<file path="config.mk">
export PLATFORM = sky130hd
export DESIGN_NAME = display_timing_ctrl_flat
export DESIGN_NICKNAME = d
export VERILOG_FILES = /design/src/rtl/display_pkg.sv /design/src/rtl/display_timing_ctrl_if.sv /design/src/rtl/display_timing_ctrl_timing_counter.sv /design/src/rtl/display_timing_ctrl.sv /design/src/flat_wrapper.sv
export SDC_FILE = /design/constraint.sdc
export NUM_CORES = 1
export LEC_CHECK = 0
export BUFFER_PORTS_ARGS = -buffer_cell sky130_fd_sc_hd__buf_4
export CORE_MARGIN = 2
export CORE_UTILIZATION = 55
export CTS_BUF_LIST = sky130_fd_sc_hd__clkbuf_8
export CTS_CLUSTER_SIZE = 10
export DETAILED_ROUTE_END_ITERATION = 16
export PLACE_DENSITY = 0.82
export SETUP_SLACK_MARGIN = 0.2
export SLEW_MARGIN = 15
export SYNTH_ARGS = -nofsm -noshare
export SYNTH_HDL_FRONTEND = slang
export SYNTH_SLANG_ARGS = --single-unit
</file>
<file path="constraint.sdc">
create_clock -name clk -period 5.7 [get_ports clk]
set_input_delay 1.14 -clock clk [delete_from_list [all_inputs] [get_ports clk]]
set_output_delay 1.14 -clock clk [all_outputs]
set_load 0.02 [all_outputs]
</file>
<file path="src/rtl/display_pkg.sv">
// Shared types and defaults for the display raster sequencer.
package display_pkg;

  localparam int unsigned CNT_W_DEF        = 10;
  localparam int unsigned PIX_PER_WORD_DEF = 4;
  localparam int unsigned SEL_W_DEF        = 2;
  localparam int unsigned WORD_W           = 32;
  localparam int unsigned UCNT_W           = 16;

  typedef enum logic [1:0] {
    ST_IDLE   = 2'd0,
    ST_ACTIVE = 2'd1,
    ST_HBLANK = 2'd2,
    ST_VBLANK = 2'd3
  } disp_state_e;

endpackage

</file>
<file path="src/rtl/display_timing_ctrl_if.sv">
// Pixel-stream side of the raster sequencer: FIFO pop handshake and raster status.
interface display_timing_ctrl_if #(
  parameter int unsigned CNT_W = 10,
  parameter int unsigned SEL_W = 2
);

  logic             fifo_empty;
  logic             fifo_rd;
  logic             pix_valid;
  logic [SEL_W-1:0] pix_sel;
  logic             hblank;
  logic             vblank;
  logic [CNT_W-1:0] pixel_x;
  logic [CNT_W-1:0] line_y;
  logic             frame_start;
  logic             frame_done;

  modport master (
    input  fifo_empty,
    output fifo_rd, pix_valid, pix_sel, hblank, vblank,
           pixel_x, line_y, frame_start, frame_done
  );

  modport slave (
    output fifo_empty,
    input  fifo_rd, pix_valid, pix_sel, hblank, vblank,
           pixel_x, line_y, frame_start, frame_done
  );

endinterface

</file>
<file path="src/rtl/display_timing_ctrl_timing_counter.sv">
// x/y raster position counter pair; x wraps at i_x_last, y advances on each x wrap.
module timing_counter #(
  parameter int unsigned CNT_W = 10
) (
  input  logic             clk,
  input  logic             reset,
  input  logic             i_clear,
  input  logic             i_run,
  input  logic [CNT_W-1:0] i_x_last,
  input  logic [CNT_W-1:0] i_y_last,
  output logic [CNT_W-1:0] o_x,
  output logic [CNT_W-1:0] o_y,
  output logic             o_x_tc_c,
  output logic             o_y_tc_c
);

  logic [CNT_W-1:0] r_x;
  logic [CNT_W-1:0] r_y;

  assign o_x      = r_x;
  assign o_y      = r_y;
  assign o_x_tc_c = (r_x == i_x_last);
  assign o_y_tc_c = (r_y == i_y_last);

  always_ff @(posedge clk) begin
    if (reset || i_clear) begin
      r_x <= '0;
      r_y <= '0;
    end else if (i_run) begin
      if (o_x_tc_c) begin
        r_x <= '0;
        r_y <= o_y_tc_c ? '0 : r_y + CNT_W'(1);
      end else begin
        r_x <= r_x + CNT_W'(1);
      end
    end
  end

endmodule

</file>
<file path="src/rtl/display_timing_ctrl.sv">
// Raster sequencer: walks active/blank regions, pops frame-data words, flags underruns.
// Optional build macro UNDERRUN_COUNT_EN adds a saturating 16-bit underrun event counter.
module display_timing_ctrl
  import display_pkg::*;
#(
  parameter int unsigned CNT_W        = CNT_W_DEF,
  parameter int unsigned PIX_PER_WORD = PIX_PER_WORD_DEF,
  parameter int unsigned SEL_W        = SEL_W_DEF
) (
  input  logic                    clk,
  input  logic                    reset,
  input  logic                    CSDisplay,
  input  logic [CNT_W-1:0]        HBOut_PD,
  input  logic [CNT_W-1:0]        VBOut_PD,
  input  logic [CNT_W-1:0]        AIPOut_PD,
  input  logic [CNT_W-1:0]        AILOut_PD,
  display_timing_ctrl_if.master   pix_bus,
  output logic                    underrun,
`ifdef UNDERRUN_COUNT_EN
  output logic [UCNT_W-1:0]       underrun_cnt,
`endif
  output logic                    config_err
);

  disp_state_e      r_state;
  disp_state_e      w_state_nxt;

  logic [CNT_W-1:0] r_aip;
  logic [CNT_W-1:0] r_hb;
  logic [CNT_W-1:0] r_ail;
  logic [CNT_W-1:0] r_vb;

  logic [CNT_W-1:0] w_x;
  logic [CNT_W-1:0] w_y;
  logic [CNT_W-1:0] w_x_last;
  logic [CNT_W-1:0] w_y_last;
  logic             w_x_tc;
  logic             w_y_tc;
  logic             w_x_act_last;
  logic             w_y_act_last;
  logic             w_frame_end;
  logic             w_cfg_ok;
  logic [SEL_W-1:0] w_slot;

  logic             w_latch;
  logic             w_clear;
  logic             w_run;
  logic             w_cfg_err_c;
  logic             w_frame_done_c;
  logic             w_fetch_c;

  logic             r_fifo_rd;
  logic             r_pix_valid;
  logic [SEL_W-1:0] r_pix_sel;
  logic             r_hblank;
  logic             r_vblank;
  logic [CNT_W-1:0] r_pixel_x;
  logic [CNT_W-1:0] r_line_y;
  logic             r_frame_start;
  logic             r_frame_done;
  logic             r_underrun;
  logic             r_config_err;

  // Line/frame extents derived from the timing latched at frame start
  assign w_x_last     = CNT_W'(r_aip + r_hb - CNT_W'(1));
  assign w_y_last     = CNT_W'(r_ail + r_vb - CNT_W'(1));
  assign w_x_act_last = (w_x == CNT_W'(r_aip - CNT_W'(1)));
  assign w_y_act_last = (w_y == CNT_W'(r_ail - CNT_W'(1)));
  assign w_frame_end  = w_x_tc && w_y_tc;
  assign w_cfg_ok     = (AIPOut_PD != '0) && (AILOut_PD != '0);
  assign w_slot       = SEL_W'(w_x & CNT_W'(PIX_PER_WORD - 1));
  assign w_fetch_c    = (r_state == ST_ACTIVE) && (w_slot == '0);

  timing_counter #(
    .CNT_W (CNT_W)
  ) u_timing_counter (
    .clk      (clk),
    .reset    (reset),
    .i_clear  (w_clear),
    .i_run    (w_run),
    .i_x_last (w_x_last),
    .i_y_last (w_y_last),
    .o_x      (w_x),
    .o_y      (w_y),
    .o_x_tc_c (w_x_tc),
    .o_y_tc_c (w_y_tc)
  );

  always_ff @(posedge clk) begin
    if (reset) begin
      r_state <= ST_IDLE;
    end else begin
      r_state <= w_state_nxt;
    end
  end

  always_comb begin
    w_state_nxt    = r_state;
    w_latch        = 1'b0;
    w_clear        = 1'b0;
    w_run          = 1'b0;
    w_cfg_err_c    = 1'b0;
    w_frame_done_c = 1'b0;

    unique case (r_state)
      ST_IDLE: begin
        w_clear = 1'b1;
        if (CSDisplay) begin
          if (w_cfg_ok) begin
            w_latch     = 1'b1;
            w_state_nxt = ST_ACTIVE;
          end else begin
            w_cfg_err_c = 1'b1;
          end
        end
      end
      default: begin
        if (w_frame_end) begin
          // Back-to-back frames restart with no idle gap when still enabled
          w_frame_done_c = 1'b1;
          w_clear        = 1'b1;
          if (CSDisplay && w_cfg_ok) begin
            w_latch     = 1'b1;
            w_state_nxt = ST_ACTIVE;
          end else begin
            w_cfg_err_c = CSDisplay;
            w_state_nxt = ST_IDLE;
          end
        end else begin
          w_run = 1'b1;
          if (w_x_tc) begin
            w_state_nxt = ((r_state != ST_VBLANK) && !w_y_act_last) ? ST_ACTIVE : ST_VBLANK;
          end else if ((r_state == ST_ACTIVE) && w_x_act_last) begin
            w_state_nxt = ST_HBLANK;
          end
        end
      end
    endcase
  end

  always_ff @(posedge clk) begin
    if (reset) begin
      r_aip <= '0;
      r_hb  <= '0;
      r_ail <= '0;
      r_vb  <= '0;
    end else if (w_latch) begin
      r_aip <= AIPOut_PD;
      r_hb  <= HBOut_PD;
      r_ail <= AILOut_PD;
      r_vb  <= VBOut_PD;
    end
  end

  // Registered raster outputs: one-cycle image of the current state and position
  always_ff @(posedge clk) begin
    if (reset) begin
      r_fifo_rd     <= 1'b0;
      r_pix_valid   <= 1'b0;
      r_pix_sel     <= '0;
      r_hblank      <= 1'b0;
      r_vblank      <= 1'b0;
      r_pixel_x     <= '0;
      r_line_y      <= '0;
      r_frame_start <= 1'b0;
      r_frame_done  <= 1'b0;
      r_underrun    <= 1'b0;
      r_config_err  <= 1'b0;
    end else begin
      r_fifo_rd     <= w_fetch_c && !pix_bus.fifo_empty;
      r_pix_valid   <= (r_state == ST_ACTIVE);
      r_pix_sel     <= (r_state == ST_ACTIVE) ? w_slot : '0;
      r_hblank      <= (r_state == ST_HBLANK) || ((r_state == ST_VBLANK) && (w_x >= r_aip));
      r_vblank      <= (r_state == ST_VBLANK);
      r_pixel_x     <= (r_state == ST_IDLE) ? '0 : w_x;
      r_line_y      <= (r_state == ST_IDLE) ? '0 : w_y;
      r_frame_start <= (r_state == ST_ACTIVE) && (w_x == '0) && (w_y == '0);
      r_frame_done  <= w_frame_done_c;
      r_underrun    <= r_underrun || (w_fetch_c && pix_bus.fifo_empty);
      r_config_err  <= w_cfg_err_c;
    end
  end

`ifdef UNDERRUN_COUNT_EN
  logic [UCNT_W-1:0] r_underrun_cnt;

  always_ff @(posedge clk) begin
    if (reset) begin
      r_underrun_cnt <= '0;
    end else if (w_fetch_c && pix_bus.fifo_empty && (r_underrun_cnt != {UCNT_W{1'b1}})) begin
      r_underrun_cnt <= r_underrun_cnt + UCNT_W'(1);
    end
  end

  assign underrun_cnt = r_underrun_cnt;
`endif

  assign pix_bus.fifo_rd     = r_fifo_rd;
  assign pix_bus.pix_valid   = r_pix_valid;
  assign pix_bus.pix_sel     = r_pix_sel;
  assign pix_bus.hblank      = r_hblank;
  assign pix_bus.vblank      = r_vblank;
  assign pix_bus.pixel_x     = r_pixel_x;
  assign pix_bus.line_y      = r_line_y;
  assign pix_bus.frame_start = r_frame_start;
  assign pix_bus.frame_done  = r_frame_done;
  assign underrun            = r_underrun;
  assign config_err          = r_config_err;

endmodule

</file>
<file path="src/flat_wrapper.sv">
// flat-port wrapper written by rule: the top's interface ports become plain ports
module display_timing_ctrl_flat import display_pkg::*;
#(
  parameter int unsigned CNT_W        = CNT_W_DEF,
  parameter int unsigned PIX_PER_WORD = PIX_PER_WORD_DEF,
  parameter int unsigned SEL_W        = SEL_W_DEF
)
  (clk, reset, CSDisplay, HBOut_PD, VBOut_PD, AIPOut_PD, AILOut_PD, underrun, config_err, pix_bus_fifo_empty, pix_bus_fifo_rd, pix_bus_pix_valid, pix_bus_pix_sel, pix_bus_hblank, pix_bus_vblank, pix_bus_pixel_x, pix_bus_line_y, pix_bus_frame_start, pix_bus_frame_done);
  display_timing_ctrl_if #(.CNT_W(CNT_W), .SEL_W(SEL_W)) pix_bus_i ();
  input  logic clk;
  input  logic reset;
  input  logic CSDisplay;
  input  logic [CNT_W-1:0] HBOut_PD;
  input  logic [CNT_W-1:0] VBOut_PD;
  input  logic [CNT_W-1:0] AIPOut_PD;
  input  logic [CNT_W-1:0] AILOut_PD;
  output logic underrun;
  output logic config_err;
  input wire logic [$bits(pix_bus_i.fifo_empty)-1:0] pix_bus_fifo_empty;
  output wire logic [$bits(pix_bus_i.fifo_rd)-1:0] pix_bus_fifo_rd;
  output wire logic [$bits(pix_bus_i.pix_valid)-1:0] pix_bus_pix_valid;
  output wire logic [$bits(pix_bus_i.pix_sel)-1:0] pix_bus_pix_sel;
  output wire logic [$bits(pix_bus_i.hblank)-1:0] pix_bus_hblank;
  output wire logic [$bits(pix_bus_i.vblank)-1:0] pix_bus_vblank;
  output wire logic [$bits(pix_bus_i.pixel_x)-1:0] pix_bus_pixel_x;
  output wire logic [$bits(pix_bus_i.line_y)-1:0] pix_bus_line_y;
  output wire logic [$bits(pix_bus_i.frame_start)-1:0] pix_bus_frame_start;
  output wire logic [$bits(pix_bus_i.frame_done)-1:0] pix_bus_frame_done;
  assign pix_bus_i.fifo_empty = pix_bus_fifo_empty;
  assign pix_bus_fifo_rd = pix_bus_i.fifo_rd;
  assign pix_bus_pix_valid = pix_bus_i.pix_valid;
  assign pix_bus_pix_sel = pix_bus_i.pix_sel;
  assign pix_bus_hblank = pix_bus_i.hblank;
  assign pix_bus_vblank = pix_bus_i.vblank;
  assign pix_bus_pixel_x = pix_bus_i.pixel_x;
  assign pix_bus_line_y = pix_bus_i.line_y;
  assign pix_bus_frame_start = pix_bus_i.frame_start;
  assign pix_bus_frame_done = pix_bus_i.frame_done;
  display_timing_ctrl #(.CNT_W(CNT_W), .PIX_PER_WORD(PIX_PER_WORD), .SEL_W(SEL_W)) u_core (.clk(clk), .reset(reset), .CSDisplay(CSDisplay), .HBOut_PD(HBOut_PD), .VBOut_PD(VBOut_PD), .AIPOut_PD(AIPOut_PD), .AILOut_PD(AILOut_PD), .pix_bus(pix_bus_i), .underrun(underrun), .config_err(config_err));
endmodule
</file>
==> results.yml <==
timing:
  relSlewSlack_pct: 45.4
  finalCriticalPeriod_ns: 3.98
  tightest_slew_ns: 0.812
  setup_viol: 0
  finalHoldViolCount: 0
  rsz0062_at_grt: "false"
  finalCritPeriodShare_pct: 69.9
  maxSlewViolCount: 0
  fin_hold_ws_ns: 0.469
  skew_ns: 0.0121
  max_freq_ghz: 0.251
  setup_tns_ns: 0
setup_path:
  crit_arrival_ns: 4.28
  r2r-start: "u_core.r_aip[1]$_SDFFE_PP0P_"
  crit_fanout: 40
  crit_top_cell: "inv_1"
  slowest_stage: "buf_4"
  slowest_delay_ns: 0.56
  ff2ff_setup_slack_ns: 1.72
  path_class: "register to register"
  rr_worst_depth: 15
  path_buf_inv: 4
  startpoint_type: "register"
  required_ns: 5.99
  crit_chain: "inv_1 -> ha_1 -> inv_1 -> ha_1 -> inv_1 -> fa_1 -> nand2b_1 -> a211oi_1 -> a31oi_2 -> xnor2_1 -> nor4b_1 -> nand3_2 -> a21oi_4 -> buf_4 -> mux2i_1"
  regToRegEndpoint: "u_core.r_hb[0]$_SDFFE_PP0P_"
  endpoint_kind: "register"
  crit_family: "adder cells"
drt:
  top_layer_used: "met4"
  antenna_left: 0
  drtPass1Iterations: 5
  met2WireLength_mm: 5.72
  viasPerCell: 5.43
  first_iter_violations: 289
  route.met3.wl_um: 644
  vias: 4909
  met1_length_mm: 6.28
  drc_errors: 0
  wl_mm: 12.9
  wire_per_inst_um: 14.2
die:
  core_area_mm2: 0.0109
  rows: 38
  die_h_um: 110
  ios: 74
  die_width_um: 110
  start_util_pct: 56.4
  die-area_mm2: 0.0120
place:
  hpwl_mm: 9.97
  gp_routability_congestion: 0.902
  portBuffers: 73
  dpl_cell_area_mm2: 0.00666
cts:
  numCtsBuffers: 9
  htreeDepth: 3
  holdBufCountCts: 0
  clkLatencyLatePin_ns: 0.37
  cts_tree: "built"
  numClockSinks: 92
  cts_setup_buffers: 0
  ctsRootBufferMaster: "clkbuf_8"
  cts_max_path_buffers: 2
  clkTransAtPathRegs_ns: 0.09
  cts-resized-gates: 0
power_and_ir_drop:
  p_seq_share_pct: 41.3
  pwr-share-comb_pct: 30.1
  leakagePower_nw: 2.91
  switching_share_pct: 31.2
  clockPowerShare_pct: 28.6
  p_int_mw: 1.14
  peakVddDrop_mv: 0.153
  p_sw_mw: 0.519
  cellPowerDensity_mw_per_mm2: 242
final_layout:
  final_common_cell: "dfxtp_1"
  antenna_cells: 0
  nNetsFinal: 855
  final.fill_count: 905
  areaGrowthSynthToFinish_pct: 12.0
  drive_above_1_share_pct: 14.9
  stdcell_area_mm2: 0.00688
  mostFrequentLayoutCells: "dfxtp_1 (92), nand2b_1 (85), inv_1 (82)"
global_routing:
  grt_pass1_vias: 4529
  grt_usage_pct: 22.4
  grt_max_degree: 90
  grt_pass1_wl_mm: 21.1
  antenna_found_initial: 0
  grt_overflow_total: 0
synthesis:
  synth-main-ff-cell: "dfxtp_1"
  async_reset_ff_share_pct: 0
  synth_simple_gate_area_share_pct: 23.7
  ys_types: 68
  synth-seq-cells: 92
  yosys-top-cells-area: "dfxtp_1 (30%), ha_1 (10%), nand2b_1 (8.7%), mux2i_1 (6.7%), xnor2_1 (6.3%)"
  netlist.area_leader.share_pct: 30.0
  synth-compound-area-share_pct: 10.8
  synth_top_family_by_area: "simple AND/OR/NAND/NOR gates"
  syn_area_per_cell_um2: 8.67
  yosysTopAreaCell: "dfxtp_1"
  synthAdderAreaFrac_pct: 10.8
  yosysWarnings: 0
  synth.yosys.seq_area_share_pct: 30.0
  synthXorXnorAreaFrac_pct: 9.27
  synthCells: 708
  muxShareOfSynthArea_pct: 6.87
  syn-num-nets: 804
  synth_edf_count: 0
  syn_area_mm2: 0.00614
outcome:
  status: "completed"
flow_run:
  maxCapViolCount: 0
min_path:
  hp-start: "u_core.underrun$_SDFF_PP0_"
  holdPathStages: 2
  whs_endpoint: "u_core.underrun$_SDFF_PP0_"
  hp-class: "register to register"
## layout make-up
type	instances	area [µm²]	area share, %
multi-input combinational	500	3770	54.9
sequential	92	1840	26.8
timing repair buffer	75	563	8.19
inverter	81	304	4.42
tap	140	175	2.55
clock buffer	9	124	1.80
clock inverter	7	92.6	1.35
## metrics by stage
step | setup WS, ns | total power, mW | std cells | util, %
after CTS | 1.74 | 1.67 | 904 | 63.1
after floorplan | 2.37 | 1.10 | 708 | -
after global placement | 1.90 | 1.18 | 888 | 61.2
after global routing | 1.38 | 1.75 | 904 | 63.1
final | 1.72 | 1.66 | 904 | 63.1
after detailed placement | 1.78 | 1.20 | 888 | 61.2
## layer usage
layer	track usage, %	vias up
li1	-	2476
met1	31.3	2280
met2	35.4	139
met3	2.37	14
met4	8.41	0
met5	0	-
## worst max-delay path by stage
stage                                      start                                           to  cells after the start  slack, ns
floorplan           u_core.r_aip[1]$_SDFFE_PP0P_  u_core.u_timing_counter.o_y[8]$_SDFFE_PP0P_                     14       2.37
global placement    u_core.r_aip[1]$_SDFFE_PP0P_                  u_core.r_hb[0]$_SDFFE_PP0P_                     15       1.90
detailed placement  u_core.r_aip[1]$_SDFFE_PP0P_                  u_core.r_hb[0]$_SDFFE_PP0P_                     15       1.78
CTS                 u_core.r_aip[1]$_SDFFE_PP0P_                 u_core.r_aip[5]$_SDFFE_PP0P_                     15       1.74
global route        u_core.r_aip[1]$_SDFFE_PP0P_                 u_core.r_ail[4]$_SDFFE_PP0P_                     15       1.38
finish              u_core.r_aip[1]$_SDFFE_PP0P_                  u_core.r_hb[0]$_SDFFE_PP0P_                     15       1.72
## power groups by stage
| stage | Sequential, mW | Combinational [mW] | Clock, mW |
|---|---|---|---|
| final | 0.686 | 0.501 | 0.475 |
| after global routing | 0.690 | 0.556 | 0.506 |
| after global placement | 0.699 | 0.478 | 0 |
| after floorplan | 0.697 | 0.403 | 0 |
| after CTS | 0.686 | 0.498 | 0.483 |
| after detailed placement | 0.701 | 0.495 | 0 |
## state kept, by name, summed over array words and instances, names as in the netlist
name	flops
u_core.pix_bus.hblank	1
u_core.pix_bus.pix_valid	1
u_core.pix_bus.vblank	1
u_core.underrun	1
u_core.r_state	2
u_core.pix_bus.pixel_x	10
u_core.r_aip	10
u_core.pix_bus.line_y	10
u_core.pix_bus.frame_start	1
u_core.pix_bus.frame_done	1
u_core.config_err	1
u_core.pix_bus.fifo_rd	1
u_core.pix_bus.pix_sel	2
u_core.r_hb	10
u_core.u_timing_counter.o_y	10
u_core.r_ail	10
u_core.r_vb	10
u_core.u_timing_counter.o_x	10
## worst reg2reg max path, cell delays in order, from the launching register on
cell	delay (ns)
dfxtp_1	0.37
inv_1	0.10
ha_1	0.29
inv_1	0.06
ha_1	0.18
inv_1	0.06
fa_1	0.39
nand2b_1	0.19
a211oi_1	0.36
a31oi_2	0.14
xnor2_1	0.18
nor4b_1	0.39
nand3_2	0.18
a21oi_4	0.17
buf_4	0.56
mux2i_1	0.30
## cells in the mapped netlist, drive strengths merged (17+ instances only)
library cell / instances
inv: 81
nand2: 25
dfxtp: 92
clkbuf: 19
nor2: 36
and2: 18
nand2b: 85
a21oi: 17
nand3: 17
ha: 50
xor2: 21
mux2i: 41
xnor2: 44
## cell families (layout without fill, tap and decap cells)
family / count (synthesis) / in the layout
AND/OR/NAND/NOR: 254 / 254
buffers and inverters: 116 / 172
flip-flops: 92 / 92
AO/OA/AOI/OAI: 87 / 87
XOR/XNOR: 65 / 65
adder cells (fa/ha/maj): 52 / 52
multiplexers: 42 / 42
Power figures use the tool's default switching activity.
